<file path="src/rtl/sel_range_pkg.sv">
// Shared types and helpers for the bounds-checked part-select engine.
package sel_range_pkg;

  typedef enum logic {
    DIR_UP   = 1'b0,
    DIR_DOWN = 1'b1
  } dir_e;

  // Lowest source bit of the field; for the down direction the field ends at index.
  function automatic int calc_lo(input int index, input dir_e dir, input int w_eff);
    return (dir == DIR_DOWN) ? (index - w_eff + 1) : index;
  endfunction

  // True when src addresses a real bit of a data_w-bit word.
  function automatic logic range_ok(input int src, input int data_w);
    return (src >= 0) && (src < data_w);
  endfunction

endpackage

</file>
<file path="src/rtl/sel_range_unit_bit.sv">
// One result bit of the part-select: picks data[lo+J] or the fill value and flags it.
module sel_range_bit
  import sel_range_pkg::*;
#(
  parameter int   DATA_W = 44,
  parameter int   IDX_W  = 7,
  parameter int   WW     = 4,
  parameter int   J      = 0,
  parameter logic FILL   = 1'b0
) (
  input  logic [DATA_W-1:0]      data,
  input  logic signed [IDX_W+1:0] lo,
  input  logic [WW-1:0]          w_eff,
  output logic                   res,
  output logic                   oob
);

  localparam int SW = $clog2(DATA_W);

  int            src;
  logic [SW-1:0] sidx;

  // Bits beyond the field width are zero; in-field bits outside the word take FILL.
  always_comb begin
    src  = int'(lo) + J;
    sidx = SW'(src);
    res  = 1'b0;
    oob  = 1'b0;
    if (J < int'(w_eff)) begin
      if (range_ok(src, DATA_W)) begin
        res = data[sidx];
      end else begin
        res = FILL;
        oob = 1'b1;
      end
    end
  end

endmodule

</file>
<file path="src/rtl/sel_range_unit.sv">
// Two-stage runtime part-select with per-bit out-of-range flags and a saturating OOB counter.
module sel_range_unit
  import sel_range_pkg::*;
#(
  parameter int   DATA_W = 44,
  parameter int   OUT_W  = 8,
  parameter int   IDX_W  = 7,
  parameter logic FILL   = 1'b0,
  parameter int   CNT_W  = 8,
  localparam int  WW     = $clog2(OUT_W + 1)
) (
  input  logic              clk,
  input  logic              reset,
  input  logic              in_valid,
  output logic              in_ready,
  input  logic [DATA_W-1:0] in_data,
  input  logic [IDX_W-1:0]  in_index,
  input  logic              in_dir,
  input  logic [WW-1:0]     in_width,
  output logic              out_valid,
  input  logic              out_ready,
  output logic [OUT_W-1:0]  out_data,
  output logic [OUT_W-1:0]  out_oob_mask,
  output logic              out_oob,
  input  logic              clr_count,
  output logic [CNT_W-1:0]  oob_count
);

  localparam int LW = IDX_W + 2;

  logic                 adv;
  logic [WW-1:0]        w_eff_next;
  logic signed [LW-1:0] lo_next;

  logic                 s1_valid;
  logic [DATA_W-1:0]    s1_data;
  logic signed [LW-1:0] s1_lo;
  logic [WW-1:0]        s1_weff;

  logic [OUT_W-1:0]     bit_res;
  logic [OUT_W-1:0]     bit_oob;

  assign adv      = !out_valid || out_ready;
  assign in_ready = adv;

  // Clamp width and compute the low source index with two guard bits so it cannot wrap.
  always_comb begin
    w_eff_next = (in_width > WW'(OUT_W)) ? WW'(OUT_W) : in_width;
    lo_next    = LW'(calc_lo(int'($signed(in_index)), dir_e'(in_dir), int'(w_eff_next)));
  end

  for (genvar j = 0; j < OUT_W; j++) begin : g_bit
    sel_range_bit #(
      .DATA_W(DATA_W),
      .IDX_W (IDX_W),
      .WW    (WW),
      .J     (j),
      .FILL  (FILL)
    ) u_bit (
      .data (s1_data),
      .lo   (s1_lo),
      .w_eff(s1_weff),
      .res  (bit_res[j]),
      .oob  (bit_oob[j])
    );
  end

  // Both stages move together on adv; bubbles advance with valid cleared.
  always_ff @(posedge clk) begin
    if (reset) begin
      s1_valid     <= 1'b0;
      s1_data      <= '0;
      s1_lo        <= '0;
      s1_weff      <= '0;
      out_valid    <= 1'b0;
      out_data     <= '0;
      out_oob_mask <= '0;
      out_oob      <= 1'b0;
    end else if (adv) begin
      s1_valid     <= in_valid;
      s1_data      <= in_data;
      s1_lo        <= lo_next;
      s1_weff      <= w_eff_next;
      out_valid    <= s1_valid;
      out_data     <= bit_res;
      out_oob_mask <= bit_oob;
      out_oob      <= |bit_oob;
    end
  end

  // Count delivered OOB results, saturating; clear has priority over an increment.
  always_ff @(posedge clk) begin
    if (reset || clr_count) begin
      oob_count <= '0;
    end else if (out_valid && out_ready && out_oob && (oob_count != '1)) begin
      oob_count <= oob_count + 1'b1;
    end
  end

endmodule

</file>
<file path="config.mk">
export PLATFORM = sky130hd
export DESIGN_NAME = sel_range_unit
export DESIGN_NICKNAME = d
export VERILOG_FILES = /design/src/rtl/sel_range_pkg.sv /design/src/rtl/sel_range_unit_bit.sv /design/src/rtl/sel_range_unit.sv
export SDC_FILE = /design/constraint.sdc
export NUM_CORES = 1
export LEC_CHECK = 0
export CORE_ASPECT_RATIO = 0.7
export CORE_UTILIZATION = 55
export CTS_CLUSTER_DIAMETER = 50
export DETAILED_ROUTE_END_ITERATION = 8
export DONT_BUFFER_PORTS = 1
export GPL_TIMING_DRIVEN = 0
export PLACE_DENSITY = 0.7
export SLEW_MARGIN = 0
export SYNTH_ARGS = -nofsm -noshare
export SYNTH_HDL_FRONTEND = slang
export SYNTH_SLANG_ARGS = --single-unit
</file>
<file path="constraint.sdc">
create_clock -name clk -period 4.4 [get_ports clk]
set_input_delay 0.88 -clock clk [delete_from_list [all_inputs] [get_ports clk]]
set_output_delay 0.88 -clock clk [all_outputs]
set_load 0.05 [all_outputs]
</file>
# --- Word-level counts from Yosys, hierarchy flattened ---
# Cells that the tools add are included.
totals:
  register_bits: 84
  inputBits: 61
  out_inout_bits: 27
  word_cells: 118
op_classes:
  add_sub_neg: 10
  n_lt_le_gt_ge: 33
  n_eq_ne: 1
  n_mux: 50
  reduce_logical: 15
op_table:
  columns: ["cell", "n"]
  rows:
  - ["32-bit by 1-bit greater-or-equal comparator with 1-bit output, second input constant", 7]
  - ["32-bit by 7-bit less-than comparator with 1-bit output, second input constant", 7]
  - ["6-bit by 7-bit less-than comparator with 1-bit output, second input constant", 8]
  - ["1-bit binary-select mux with 6-bit select", 8]
  - ["9-bit by 4-bit adder with 10-bit output, second input constant", 4]
  - ["1-bit two-way mux", 40]
  - ["9-bit by 3-bit adder with 10-bit output, second input constant", 2]
  - ["3-bit by 4-bit less-than comparator with 1-bit output, first input constant", 4]
  - ["1-bit logical AND", 11]
  - ["9-bit by 2-bit adder with 10-bit output, second input constant", 1]
  - ["8-bit by 2-bit adder with 9-bit output, second input constant", 1]
  - ["9-bit by 1-bit greater-or-equal comparator with 1-bit output, second input constant", 1]
  - ["9-bit by 7-bit less-than comparator with 1-bit output, second input constant", 1]
  - ["9-bit two-way mux", 1]
  - ["8-bit by 1-bit adder with 8-bit output, second input constant", 1]
  - ["1-bit by 4-bit less-than comparator with 1-bit output, first input constant", 2]
  - ["2-bit by 4-bit less-than comparator with 1-bit output, first input constant", 2]
  - ["8-bit != test, second input constant", 1]
  - ["8-bit OR reduction", 1]
  - ["7-bit by 5-bit subtractor with 8-bit output", 1]
  - ["4-bit greater-than comparator, second input constant", 1]
  - ["4-bit two-way mux", 1]
  - ["1-bit logical OR", 2]
  - ["1-bit zero test", 1]

# --- Depth between registers and ports, before layout ---
logic_depth:
  word_depth: 6
  mapped_depth: 13
  ltp_nobuf: 12

# --- Modules after synthesis ---
# A second synthesis with hierarchy kept.
hier_totals:
  hier_cells: 948
  hier_area_um2: 8618.3
by_module_without_submodules:
  columns: ["mod", "n_inst", "cells_each", "area_per_inst_um2", "seq_area_each_um2"]
  rows:
  - ["sel_range_unit", 1, 427, 3525.9, 1681.6]
  - ["sel_range_bit at g_bit[1].u_bit", 1, 102, 825.8, 0.0]
  - ["sel_range_bit at g_bit[3].u_bit", 1, 72, 714.4, 0.0]
  - ["sel_range_bit at g_bit[6].u_bit", 1, 68, 686.9, 0.0]
  - ["sel_range_bit at g_bit[5].u_bit", 1, 75, 653.1, 0.0]
  - ["sel_range_bit at g_bit[7].u_bit", 1, 60, 640.6, 0.0]
  - ["sel_range_bit at g_bit[4].u_bit", 1, 49, 548.0, 0.0]
  - ["sel_range_bit at g_bit[2].u_bit", 1, 48, 536.8, 0.0]
  - ["sel_range_bit at g_bit[0].u_bit", 1, 47, 486.7, 0.0]

# --- Worst setup path before layout ---
# Ideal clock, no wire load.
synth_timing:
  path_type: "register to register"
  startpoint: "register s1_lo[1]"
  endpoint: "register out_data[1]"
  setup_time_ps: 117
  arrival_ps: 3214
  required_time_ps: 4283
  slack_ps: 1068
  stages_incl_launch_ff: 12
  path_buffers: 3
  period_less_slack_ps: 3332
  cell_sequence: "dfxtp_1 buf_6 clkbuf_1 inv_1 ha_1 buf_6 mux4_2 mux4_2 mux2_2 nand2_1 o21ai_1 a32o_1"
synth_via:
  elab_chain_cells: 5
  word_cells_on_any_way: 8
  cone_classes: "add/sub (1); order compare (2); mux (4); reduce/logical (1)"
synth_lines:
  columns: ["element", "line", "rtl"]
  rows:
  - ["from (decl)", "sel_range_unit.sv:37", "logic signed [LW-1:0] s1_lo;"]
  - ["from (signal assigned)", "sel_range_unit.sv:82", "s1_lo <= lo_next;"]
  - ["9-bit by 2-bit adder with 10-bit output *", "sel_range_unit_bit.sv:25", "src = int'(lo) + J;"]
  - ["32-bit by 1-bit greater-or-equal comparator with 1-bit output (tied with other cells)", "sel_range_pkg.sv:16", "return (src >= 0) && (src < data_w);"]
  - ["1-bit logical AND / 1-bit two-way mux (equally long branches)", "sel_range_pkg.sv:16, sel_range_unit_bit.sv:31", null]
  - ["1-bit two-way mux *", "sel_range_unit_bit.sv:30", "if (range_ok(src, DATA_W)) begin"]
  - ["1-bit two-way mux *", "sel_range_unit_bit.sv:29", "if (J < int'(w_eff)) begin"]
  - ["to (signal assigned)", "sel_range_unit.sv:85", "out_data <= bit_res;"]
  - ["to (decl)", "sel_range_unit.sv:22", "output logic [OUT_W-1:0] out_data,"]
# Every way passes the cells marked *; elsewhere a longest branch is shown, timed or not. The select of a mux whose other input is x is not followed.
# A chain may end at the register's enable or synchronous reset.

# --- Worst setup path after layout ---
layout_timing:
  startpoint: "register s1_lo[2]"
  endpoint: "register out_oob"
layout_via:
  elab_chain_cells: 6
  word_cells_on_any_way: 48
  cone_classes: "add/sub (7); order compare (16); mux (16); reduce/logical (9)"
layout_lines:
  columns: ["element", "line", "rtl"]
  rows:
  - ["9-bit by 2-bit adder with 10-bit output (tied with other cells)", "sel_range_unit_bit.sv:25", null]
  - ["32-bit by 1-bit greater-or-equal comparator with 1-bit output / 32-bit by 7-bit less-than comparator with 1-bit output (equally long branches)", "sel_range_pkg.sv:16", null]
  - ["1-bit logical AND", "sel_range_pkg.sv:16", null]
  - ["1-bit two-way mux", "sel_range_unit_bit.sv:30", null]
  - ["1-bit two-way mux", "sel_range_unit_bit.sv:29", null]
  - ["8-bit OR reduction *", "sel_range_unit.sv:87", "out_oob <= |bit_oob;"]
  - ["to (signal assigned)", "sel_range_unit.sv:87", null]
  - ["to (decl)", "sel_range_unit.sv:24", "output logic out_oob,"]
# Every way passes the cells marked *; elsewhere a longest branch is shown, timed or not.

==> impl_results.md <==
* Status: complete, no violations
* P per Cell Area at 370.3 nW/µm²
* Avg Cell Area, Syn at 8.707 µm²
* RSZ-0062 raised after global routing: false
* CTS resizes at 0
* Area growth syn-to-layout at 7.823%
* CP Launch Type: register
* ANT nets after route at 0
* Post-synth EDFFs at 0
* Final nets at 852
* CP most frequent cell: clkbuf_1
* Fin. max-slew vios at 0
* Minimum clock period at 4.116 ns
* Antenna diodes at 0
* CTS H-tree lvls at 3
* Reg power frac at 34.1%
* Final setup viols at 0
* First-pass GRT wire length at 31670 µm
* CTS tree: yes
* Clock Path Buffers at 2
* # Max-Cap Violations at 0
* Most frequent cells after synthesis: 133 x nand2_1, 84 x dfxtp_1, 81 x a21oi_1
* Die area at 12400 µm²
* # port buffers at 0
* P_int at 0.001667 W
* Starting DRT DRC Count at 736
* Endpoints failing hold at 0
* Skew final at 0.008556 ns
* Combinational fraction of design power at 34.7%
* Top FF cell, synth: dfxtp_1
* # IOs at 88
* Most common cell in the netlist: nand2_1
* Setup Crit Path Kind: reg2reg
* Netlist cell types at 64
* Sw frac at 36.50%
* CP peak stage delay at 0.56 ns
* Cell area after synthesis at 6574 µm²
* Maximum VDD drop at 197.9 µV
* Starting density of the core at 58.02%
* Worst-margin pin slew at 1.127 ns
* Psw at 0.0009580 W
* Row count at 32
* Initial antenna violation count at 0
* Clock network power share at 31.1%
* CTS sink cnt at 84
* Post-synthesis register bit count at 84
* # DRC at 0
* Worst hold path type: reg2reg
* Yosys top cell area share at 25.58%
* Max FO, Critical Path at 10
* CP Data Required Time at 4.63 ns
* Leak at 2.665 nW
* Final core utilization at 62.56%
* Die height at 93.47 µm
* Vias in the first global route at 5837
* Via density at 6.668
* Cell Chain, Critical Path: clkbuf_1 -> buf_2 -> inv_1 -> ha_1 -> clkbuf_1 -> nand3b_1 -> a21oi_1 -> a2111oi_1 -> clkdlybuf4s18_2 -> nor2_1 -> o41a_1
* Net count after synthesis at 841
* Core area at 11330 µm²
* Reg clk slew, reported paths at 0.07 ns
* Synth area leaders: dfxtp_1 26%, mux4_2 20%, nand2_1 7.6%, a21oi_1 6.2%, ha_1 4.6%
* Max-slew headroom at 24.90%
* GP Congestion at 1.062
* Power consumption at 0.002625 W
* TritonCTS buffer count at 9
* DP HPWL at 15560 µm
* GRT Residual Overflow at 0
* Fill cells at 993
* Drt first pass iters at 5
* Total wire length at 20140 µm
* Gate Count Post-Synth at 755
* Clock Latency Late Sink at 0.35 ns
* CP max-delay cell: ha_1
* FFs w/ async S/R, synth at 0%
* Wire length per cell at 21.80 µm
* Synth warn at 0
* DR vias at 6161
* Gr usage total at 33.69%
* Largest net degree at the start of global routing at 17
* Seq/Total Area, Yosys at 25.58%
* CTS Hold Buffers Added at 0
* Dominant cell type by area after synthesis: dfxtp_1
* Share of layout cells above drive strength 1 at 14.53%
* Crit path capture type: register
* CTS root buffer: clkbuf_16
* Setup bufs post-CTS at 0
* Final period utilization at 93.56%
* Die width at 132.7 µm
* CP arrival at 4.34 ns
* Top achievable clock speed at 0.2429 GHz
## critical path: cells and delay by family, from the launching register on
family,cells,cell delay [ns]
buffers and inverters,5,1.86
DFF,1,0.46
adders and majority gates,1,0.56
and+or+nand+nor,2,0.28
AOI/OAI and AO/OA,3,0.82
## power by group through the flow
stage	logic (W)	clock network, W	registers (W)
after global routing	0.000973	0.000849	0.000901
after floorplan	0.000671	0	0.000892
after global placement	0.000859	0	0.000907
after detailed placement	0.000881	0	0.000911
after CTS	0.000888	0.000820	0.000893
final	0.000912	0.000817	0.000896
## sequential cells by signal (all words and copies together), names as in the netlist
name and cells:
s1_data 44, s1_lo 9, oob_count 8, out_data 8, out_oob_mask 8, s1_weff 4
out_oob 1, out_valid 1, s1_valid 1
## worst paths after layout
path                 start        to  slack [ns]  cells past startpoint
setup / recovery  s1_lo[2]   out_oob        0.28                     11
hold / removal    s1_valid  s1_valid        0.47                      2
setup reg to reg  s1_lo[2]   out_oob        0.28                     11
hold reg to reg   s1_valid  s1_valid        0.47                      2
## layer usage
| layer | track usage, % | part of all wire [%] | vias up |
|---|---|---|---|
| met5 | 1.282 | 0 | - |
| met4 | 11.11 | 2.5 | 0 |
| met3 | 9.593 | 11 | 43 |
| met2 | 49.82 | 42 | 360 |
| met1 | 47.11 | 43 | 2975 |
| li1 | - | - | 2783 |
## cells by family (layout without fill, tap and decap cells)
family	count (synthesis)	count (layout)	synth area share (%)
mux	86	86	25.16
compound gates	167	167	15.63
fa+ha+maj	25	25	4.873
simple gates	274	274	18.27
xor+xnor	39	39	5.196
buf+inv	80	96	5.291
flops	84	84	25.58
## stage by stage
step,hold slack (ns),setup WS (ns),std cells,instance area (µm²),TNS [ns]
finish,0.4675,0.2836,924,7088,0
global route,0.4947,0.05000,924,7088,0
CTS,0.4616,0.07977,925,7092,0
detailed placement,0.4451,0.08971,909,6777,0
global placement,0.4416,-0.5585,908,6765,-1.265
floorplan,0.4322,1.068,755,6574,0
## cells in the final DEF (no fill, tap or decap), drive strengths merged, types with 4 or more instances in the layout
cell type and n:
clkbuf 39, inv 23, mux2 5, nand2 133
nor3 14, and3 6, mux2i 19, dfxtp 84
buf 30, xnor2 25, nor2b 6, or3 7
a31oi 8, xor2 14, a21oi 82, nand4 8
mux4 62, o22ai 5, nand3b 5, a211oi 10
o21a 5, ha 24, o21ai 21, nand3 21
nor2 62, a2111oi 4
## cell type report
| cell class | instances | area [µm²] | share of cell area (%) |
|---|---|---|---|
| inverter | 20 | 75.07 | 1.059 |
| multi-input combinational | 591 | 4546 | 64.13 |
| clock inverter | 6 | 76.32 | 1.077 |
| buffer | 59 | 269.0 | 3.795 |
| sequential | 84 | 1682 | 23.72 |
| tap | 153 | 191.4 | 2.701 |
| timing repair buffer | 1 | 10.01 | 0.1412 |
| clock buffer | 10 | 239.0 | 3.372 |
Power figures use the tool's default switching activity.
